**config.mk**
```make
export PLATFORM = sky130hd
export DESIGN_NAME = hazard_unit
export DESIGN_NICKNAME = d
export VERILOG_FILES = /design/src/rtl/hazard_unit.sv
export SDC_FILE = /design/constraint.sdc
export NUM_CORES = 1
export LEC_CHECK = 0
export ABC_AREA = 1
export BUFFER_PORTS_ARGS = -buffer_cell sky130_fd_sc_hd__buf_2
export CAP_MARGIN = 20
export CORE_UTILIZATION = 42
export CTS_BUF_LIST = sky130_fd_sc_hd__clkbuf_4 sky130_fd_sc_hd__clkbuf_8 sky130_fd_sc_hd__clkbuf_16
export CTS_CLUSTER_SIZE = 28
export DETAILED_ROUTE_END_ITERATION = 8
export PLACE_DENSITY_LB_ADDON = 0.08
export SYNTH_ARGS = -nofsm -noshare
export SYNTH_HDL_FRONTEND = slang
export SYNTH_SLANG_ARGS = --single-unit
```
**constraint.sdc**
```tcl
create_clock -name clk -period 2.09 [get_ports clk]
set_clock_uncertainty 0.1 [all_clocks]
set_input_delay 0.209 -clock clk [delete_from_list [all_inputs] [get_ports clk]]
set_output_delay 0.209 -clock clk [all_outputs]
set_load 0.02 [all_outputs]
```
**src/rtl/hazard_unit.sv**
```systemverilog
// Pipeline hazard controller: load-use bubbles, vector memory freezes and
// taken-branch flushes, with saturating stall/flush performance counters.
module hazard_unit #(
    parameter int CNT_W = 16
) (
    input  logic             clk,
    input  logic             reset,
    input  logic [4:0]       id_rs1,
    input  logic [4:0]       id_rs2,
    input  logic             id_uses_rs1,
    input  logic             id_uses_rs2,
    input  logic [4:0]       ex_rd,
    input  logic             ex_memtoreg,
    input  logic             ex_regwrite,
    input  logic             ex_vec_mem,
    input  logic [1:0]       ex_VL,
    input  logic             branch_taken,
    output logic             pc_write,
    output logic             ifid_write,
    output logic             ifid_flush,
    output logic             idex_flush,
    output logic             busy,
    output logic [CNT_W-1:0] stall_cycles,
    output logic [CNT_W-1:0] flush_events
);

    // state  | meaning
    // IDLE   | normal issue; branch, vector-entry and load-use decisions made here
    // VSTALL | front end frozen while remaining vector beats drain (cnt = beats left)
    typedef enum logic {IDLE, VSTALL} state_t;

    state_t     state, state_nxt;
    logic [2:0] cnt, cnt_nxt;
    logic       lu;
    logic       stall_inc, flush_inc, freeze, flush_br;

    assign lu = ex_memtoreg & ex_regwrite & (ex_rd != 5'd0) &
                ((id_uses_rs1 & (id_rs1 == ex_rd)) |
                 (id_uses_rs2 & (id_rs2 == ex_rd)));

    always_ff @(posedge clk or posedge reset) begin
        if (reset) begin
            state <= IDLE;
            cnt   <= 3'd0;
        end else begin
            state <= state_nxt;
            cnt   <= cnt_nxt;
        end
    end

    always_comb begin
        state_nxt = state;
        cnt_nxt   = cnt;
        stall_inc = 1'b0;
        flush_inc = 1'b0;
        freeze    = 1'b0;
        flush_br  = 1'b0;
        case (state)
            IDLE: begin
                if (branch_taken) begin
                    flush_br  = 1'b1;
                    flush_inc = 1'b1;
                end else if (ex_vec_mem && (ex_VL != 2'd0)) begin
                    freeze    = 1'b1;
                    stall_inc = 1'b1;
                    if (ex_VL[1]) begin
                        // Entry cycle is the first frozen beat, so 2^VL-2 remain.
                        state_nxt = VSTALL;
                        cnt_nxt   = (3'd1 << ex_VL) - 3'd2;
                    end
                end else if (lu) begin
                    freeze    = 1'b1;
                    stall_inc = 1'b1;
                end
            end
            VSTALL: begin
                freeze    = 1'b1;
                stall_inc = 1'b1;
                cnt_nxt   = cnt - 3'd1;
                if (cnt == 3'd1)
                    state_nxt = IDLE;
            end
            default: state_nxt = IDLE;
        endcase
    end

    always_comb begin
        pc_write   = 1'b1;
        ifid_write = 1'b1;
        ifid_flush = 1'b0;
        idex_flush = 1'b0;
        busy       = (state == VSTALL);
        if (reset) begin
            pc_write   = 1'b0;
            ifid_write = 1'b0;
            ifid_flush = 1'b1;
            idex_flush = 1'b1;
            busy       = 1'b0;
        end else if (flush_br) begin
            ifid_flush = 1'b1;
            idex_flush = 1'b1;
        end else if (freeze) begin
            pc_write   = 1'b0;
            ifid_write = 1'b0;
            idex_flush = 1'b1;
        end
    end

    always_ff @(posedge clk or posedge reset) begin
        if (reset) begin
            stall_cycles <= '0;
            flush_events <= '0;
        end else begin
            if (stall_inc && (stall_cycles != {CNT_W{1'b1}}))
                stall_cycles <= stall_cycles + 1'b1;
            if (flush_inc && (flush_events != {CNT_W{1'b1}}))
                flush_events <= flush_events + 1'b1;
        end
    end

endmodule

```
==> impl_metrics.tcl, run 1 <==
set metrics [dict create \
    core_region_area_mm2 0.00551 \
    globalRouteOverflowTotal 0 \
    die_h_um 77.7 \
    path_buf_inv 3 \
    cp_max_fo 7 \
    routed_via_density 4.93 \
    worst_path_largest_cell_delay_ns 0.47 \
    clkSlewWorstSetupHoldPaths_ns 0.08 \
    r2r_cells 8 \
    clockBufferDepth 2 \
    die-area_mm2 0.00603 \
    diodes 0 \
    rr_endpoint "stall_cycles[11]$_DFFE_PP0P_" \
    gp_congestion 0.878 \
    worst-setup-path-type "reg -> out" \
    drv_cap 0 \
    tightest_slew_ns 0.557 \
    critPathCaptureType "output pin" \
    clk_latency_ns 0.29 \
    rrSetupSlack_ns 0.16 \
    syn_inst 336 \
    syn_to_final_growth_pct 23.0 \
    totalWireLength_um 5860 \
    timing.setup.tns_ns 0 \
    required_ns 1.78 \
    fin_nets 439 \
    start_kind "flip-flop" \
    synth_cell_type_count 26 \
    min_path_type "in -> async" \
    cts_tree "yes" \
    crit_chain "nor2_2 -> clkinvlp_4 -> buf_4 -> nand2_1 -> buf_2" \
    via_count 2369 \
    die_w_um 77.7 \
    synth_warnings 0 \
    synth.yosys.seq_area_share 0.375 \
    avgSynthCellArea_um2 7.16 \
    io_pins 62 \
    clock-root-buffer "clkbuf_8" \
    track_usage 0.205 \
    fin_crit_sh 0.932 \
    io_buffers 61 \
    rr_startpoint "stall_cycles[1]$_DFFE_PP0P_" \
    setup_violations 0 \
    cts.sinks 36 \
    yosys-top-cells-area "dfrtp_1 37%, nand2_1 18%, inv_1 7.2%" \
    firstDrtPassIters 4 \
    final_antenna_net_count 0 \
    slew_headroom 0.626 \
    place_hpwl_um 4230 \
    hold_viol_final 0 \
    fmax_mhz 513 \
    p_leak_nw 1.61 \
    drv_slew 0 \
    avgRoutedWirePerCell_um 12.2 \
    fillCellCount 557 \
    powerDensity_mw_per_mm2 784 \
    h-tree-depth 2 \
    outcome "finished, final reports clean" \
    synth_nets 367 \
    seqCellArea_um2 901 \
    netlist_area_mm2 0.00240 \
    fin_area_mm2 0.00296 \
    drt-initial-drc-count 101 \
    grt_antenna_before_repair 0 \
    multi_input_area_mm2 0.00132 \
    grt_setup_unrepaired "false" \
    start_util 0.437 \
    grt_pass1_vias 2245 \
    slowest_stage "dfrtp_1" \
    post-synth-top-area-fraction 0.375 \
    grt_pass1_wl_um 9870 \
    grt_start_max_net_pins 37 \
    layout-drive-gt1-share 0.227 \
    arrival_ns 1.64 \
    num_rows 27 \
    crit_family "buffers and inverters" \
    synth-seq-cells 36 \
    synth_top_cell_by_area "dfrtp_1" \
    placed_area_mm2 0.00282 \
    route.detailed.drc 0 \
    final_util 0.537 \
    min_period_ns 1.95 \
    numCtsBuffers 5 \
    vdd_drop_max_mv 0.567 \
]
layer usage:
| layer | vias to the layer above | wire length [µm] | global-route usage |
|---|---|---|---|
| li1 | 1204 | - | - |
| met1 | 1100 | 2650 | 0.238 |
| met2 | 61 | 2880 | 0.374 |
| met3 | 4 | 270 | 0.0494 |
| met4 | 0 | 53 | 0.0509 |
| met5 | - | 0 | 0 |
how the worst max path moves through the flow:
| stage | from | endpoint | depth (start not counted) |
|---|---|---|---|
| 3_5_place_dp | stall_cycles[1]$_DFFE_PP0P_ | stall_cycles[15]$_DFFE_PP0P_ | 9 |
| 5_1_grt | state$_DFF_PP0_ | pc_write | 4 |
| 3_3_place_gp | stall_cycles[1]$_DFFE_PP0P_ | stall_cycles[1]$_DFFE_PP0P_ | 9 |
| 2_1_floorplan | state$_DFF_PP0_ | pc_write | 6 |
| 4_1_cts | state$_DFF_PP0_ | ifid_write | 4 |
| 6_report | state$_DFF_PP0_ | ifid_flush | 5 |
layout make-up:
cell class	instances	share of cell area
clock inverters	1	0.00254
clock buffers	7	0.0304
multi-input cells	248	0.447
inverters	48	0.0622
flip-flops and latches	36	0.304
well taps	72	0.0304
repair buffers	69	0.123
worst register-to-register path, delay by kind of cell, from the launching register on:
kind          cells  cell delay, ns
fa+ha+maj         1            0.22
simple gates      7            1.08
flops             1            0.41
where the power goes:
| part | internal (mW) | switching (mW) | total [mW] |
|---|---|---|---|
| Combinational | 0.293 | 0.496 | 0.789 |
| Clock | 0.281 | 0.271 | 0.553 |
| Sequential | 0.829 | 0.149 | 0.978 |
| Total | 1.40 | 0.917 | 2.32 |
sequential cells by signal (all words and copies together), names as in the netlist:
register / cells
cnt: 3
flush_events: 16
stall_cycles: 16
state: 1
cells in the final DEF, fill, tap and decap left out, types with 8 or more instances in the layout:
master     n
nand2_1  113
nand3_1   16
buf_2     61
inv_1     45
buf_4      8
nor3_1     9
nand4_1   24
xnor2_1   11
nor2_1    31
xor2_1    16
dfrtp_1   36
Yosys cell counts:
| master | instances |
|---|---|
| a211oi_1 | 1 |
| nand3_4 | 2 |
| nand2_2 | 3 |
| nand4_1 | 24 |
| nor3_1 | 9 |
| buf_4 | 1 |
| nor2_4 | 1 |
| a21oi_1 | 2 |
| nor3_2 | 1 |
| dfrtp_1 | 36 |
| buf_1 | 1 |
| xor2_1 | 16 |
| nor3_4 | 1 |
| inv_2 | 2 |
| nor2_1 | 32 |
| buf_6 | 1 |
| a31oi_1 | 2 |
| buf_2 | 2 |
| xnor2_1 | 11 |
| nand2_1 | 113 |
| ha_1 | 6 |
| nand3_1 | 16 |
| o21ai_0 | 5 |
| inv_1 | 46 |
| nand3_2 | 1 |
| clkbuf_1 | 1 |
through the flow:
stage	instances	hold WS, ns	setup slack, ns	total power [mW]
final	481	0.00276	0.142	2.32
after global routing	481	0.0579	0.0130	2.48
after CTS	478	0.0316	0.0408	2.33
after detailed placement	470	0.345	0.0940	1.77
after global placement	470	0.333	0.197	1.76
after floorplan	336	0.293	0.0396	1.50
logic make-up after synthesis:
| group | after synthesis | synth area share |
|---|---|---|
| AO/OA/AOI/OAI | 10 | 0.0229 |
| XOR/XNOR | 27 | 0.0983 |
| adder cells (fa/ha/maj) | 6 | 0.0312 |
| buffers and inverters | 54 | 0.0900 |
| flip-flops | 36 | 0.375 |
| AND/OR/NAND/NOR | 203 | 0.383 |
repair_timing:
action | CTS | global route
hold buffers | 0 | 0
setup buffers | 0 | 1
resized for setup | 0 | 4
endpoints found under the setup margin | 0 | 19
hold endpoints to repair | 0 | 0
(Power assumes the default switching activity.)
==> run 2: changes to the inputs <==
--- a/config.mk
+++ b/config.mk
@@ -8,7 +8,9 @@
 export ABC_AREA = 1
 export BUFFER_PORTS_ARGS = -buffer_cell sky130_fd_sc_hd__buf_2
 export CAP_MARGIN = 20
-export CORE_UTILIZATION = 42
+export CELL_PAD_IN_SITES_DETAIL_PLACEMENT = 1
+export CELL_PAD_IN_SITES_GLOBAL_PLACEMENT = 1
+export CORE_UTILIZATION = 37
 export CTS_BUF_LIST = sky130_fd_sc_hd__clkbuf_4 sky130_fd_sc_hd__clkbuf_8 sky130_fd_sc_hd__clkbuf_16
 export CTS_CLUSTER_SIZE = 28
 export DETAILED_ROUTE_END_ITERATION = 8
==> impl_metrics.tcl, run 2 (synthesis results as in run 1) <==
set metrics [dict create \
    r2r_cells 9 \
    layout-drive-gt1-share 0.220 \
    min_path_type "in -> async" \
    clock-root-buffer "clkbuf_8" \
    hold_viol_final 0 \
    final_cell_mix "113 x nand2_1, 61 x buf_2, 46 x inv_1" \
    numCtsBuffers 5 \
    grt_pass1_wl_um 10500 \
    grt_pass1_vias 2368 \
    powerDensity_mw_per_mm2 784 \
    place_hpwl_um 4980 \
    drv_cap 0 \
    drt-initial-drc-count 68 \
    rrSetupSlack_ns 0.19 \
    clk_latency_ns 0.28 \
    track_usage 0.203 \
    fin_crit_sh 0.933 \
    die_h_um 82.6 \
    diodes 0 \
    syn_to_final_growth_pct 23.2 \
    crit_path_start "state$_DFF_PP0_" \
    arrival_ns 1.64 \
    final_antenna_net_count 0 \
    vdd_drop_max_mv 0.507 \
    start_kind "flip-flop" \
    clkSlewWorstSetupHoldPaths_ns 0.06 \
    io_pins 62 \
    die-area_mm2 0.00683 \
    grt_start_max_net_pins 36 \
    endpoint "pc_write" \
    min_period_ns 1.95 \
    io_buffers 61 \
    reg_top3 "flush_events: 16 flops, stall_cycles: 16 flops, cnt: 3 flops" \
    timing.setup.tns_ns 0 \
    cts.sinks 36 \
    routed_via_density 4.88 \
    globalRouteOverflowTotal 0 \
    route.detailed.drc 0 \
    rr_startpoint "stall_cycles[1]$_DFFE_PP0P_" \
    required_ns 1.78 \
    final_common_cell "nand2_1" \
    final_util 0.469 \
    critPathCaptureType "output pin" \
    setup_violations 0 \
    cp_max_fo 7 \
    gp_congestion 0.751 \
    firstDrtPassIters 4 \
    fin_nets 440 \
    core_region_area_mm2 0.00631 \
    drv_slew 0 \
    tightest_slew_ns 0.460 \
    totalWireLength_um 6540 \
    slew_headroom 0.694 \
    rr_endpoint "stall_cycles[5]$_DFFE_PP0P_" \
    grt_setup_unrepaired "false" \
    num_rows 29 \
    avgRoutedWirePerCell_um 13.4 \
    clockBufferDepth 2 \
    cts_setup_buffers 0 \
    outcome "finished, final reports clean" \
    fmax_mhz 513 \
    p_leak_nw 1.62 \
    finalPower_mw 2.32 \
    start_util 0.381 \
    holdWs_ns 0.300 \
    die_w_um 82.6 \
    grt_antenna_before_repair 0 \
    worst-setup-path-type "reg -> out" \
    h-tree-depth 2 \
    cts_tree "yes" \
    via_count 2378 \
]
-- run 2: cell count changes in the layout (fill, tap and decap cells not counted), sizes merged --
cell and delta:
buf +1, clkbuf +1, clkinvlp -2, dlygate4sd3 +1, inv +1, nand3 -1
-- run 2: per-stage QoR --
step / instances / cell area [µm²] / worst slack (ns)
finish: 487 / 2960 / 0.141
global placement: 477 / 2840 / 0.246
CTS: 486 / 2950 / 0.100
global route: 487 / 2960 / 0.00314
detailed placement: 477 / 2840 / 0.138
floorplan: 336 / 2400 / 0.0396
-- run 2: worst min path at each step --
stage | start | endpoint | slack, ns | depth (start not counted)
2_1_floorplan | reset | cnt[0]$_DFFE_PP0P_ | 0.29 | 1
3_3_place_gp | reset | state$_DFF_PP0_ | -0.003 | 2
3_5_place_dp | reset | state$_DFF_PP0_ | 0.004 | 2
4_1_cts | reset | state$_DFF_PP0_ | 0.27 | 3
5_1_grt | reset | state$_DFF_PP0_ | 0.30 | 3
6_report | reset | state$_DFF_PP0_ | 0.30 | 3
-- run 2: critical path, stage by stage, from the launching register on --
cell     delay [ns]
dfrtp_1        0.46
nor2_1         0.32
inv_1          0.14
a21oi_1        0.24
buf_2          0.20
-- run 2: per-layer routing --
| metal | track usage | routed length (µm) |
|---|---|---|
| met1 | 0.249 | 3130 |
| met4 | 0.0569 | 85 |
| met3 | 0.0352 | 267 |
| met2 | 0.364 | 3060 |
| met5 | 0 | 0 |
-- run 2: where the power goes --
| group | internal (mW) | switching, mW |
|---|---|---|
| sequential | 0.829 | 0.151 |
| combinational | 0.294 | 0.511 |
| clock | 0.295 | 0.242 |
| total | 1.42 | 0.904 |
-- run 2: cell type report --
class,instances,area (µm²)
Inverter,48,180
Tap cell,77,96.3
Multi-Input combinational cell,247,1310
Sequential cell,36,901
Clock buffer,8,97.6
Fill cell,831,3350
Timing Repair Buffer,71,383
-- run 2: repair_timing --
action,CTS,global route
hold buffers,1,0
endpoints found under the setup margin,0,16
endpoints found under the hold margin,1,0
gates resized for setup,0,1
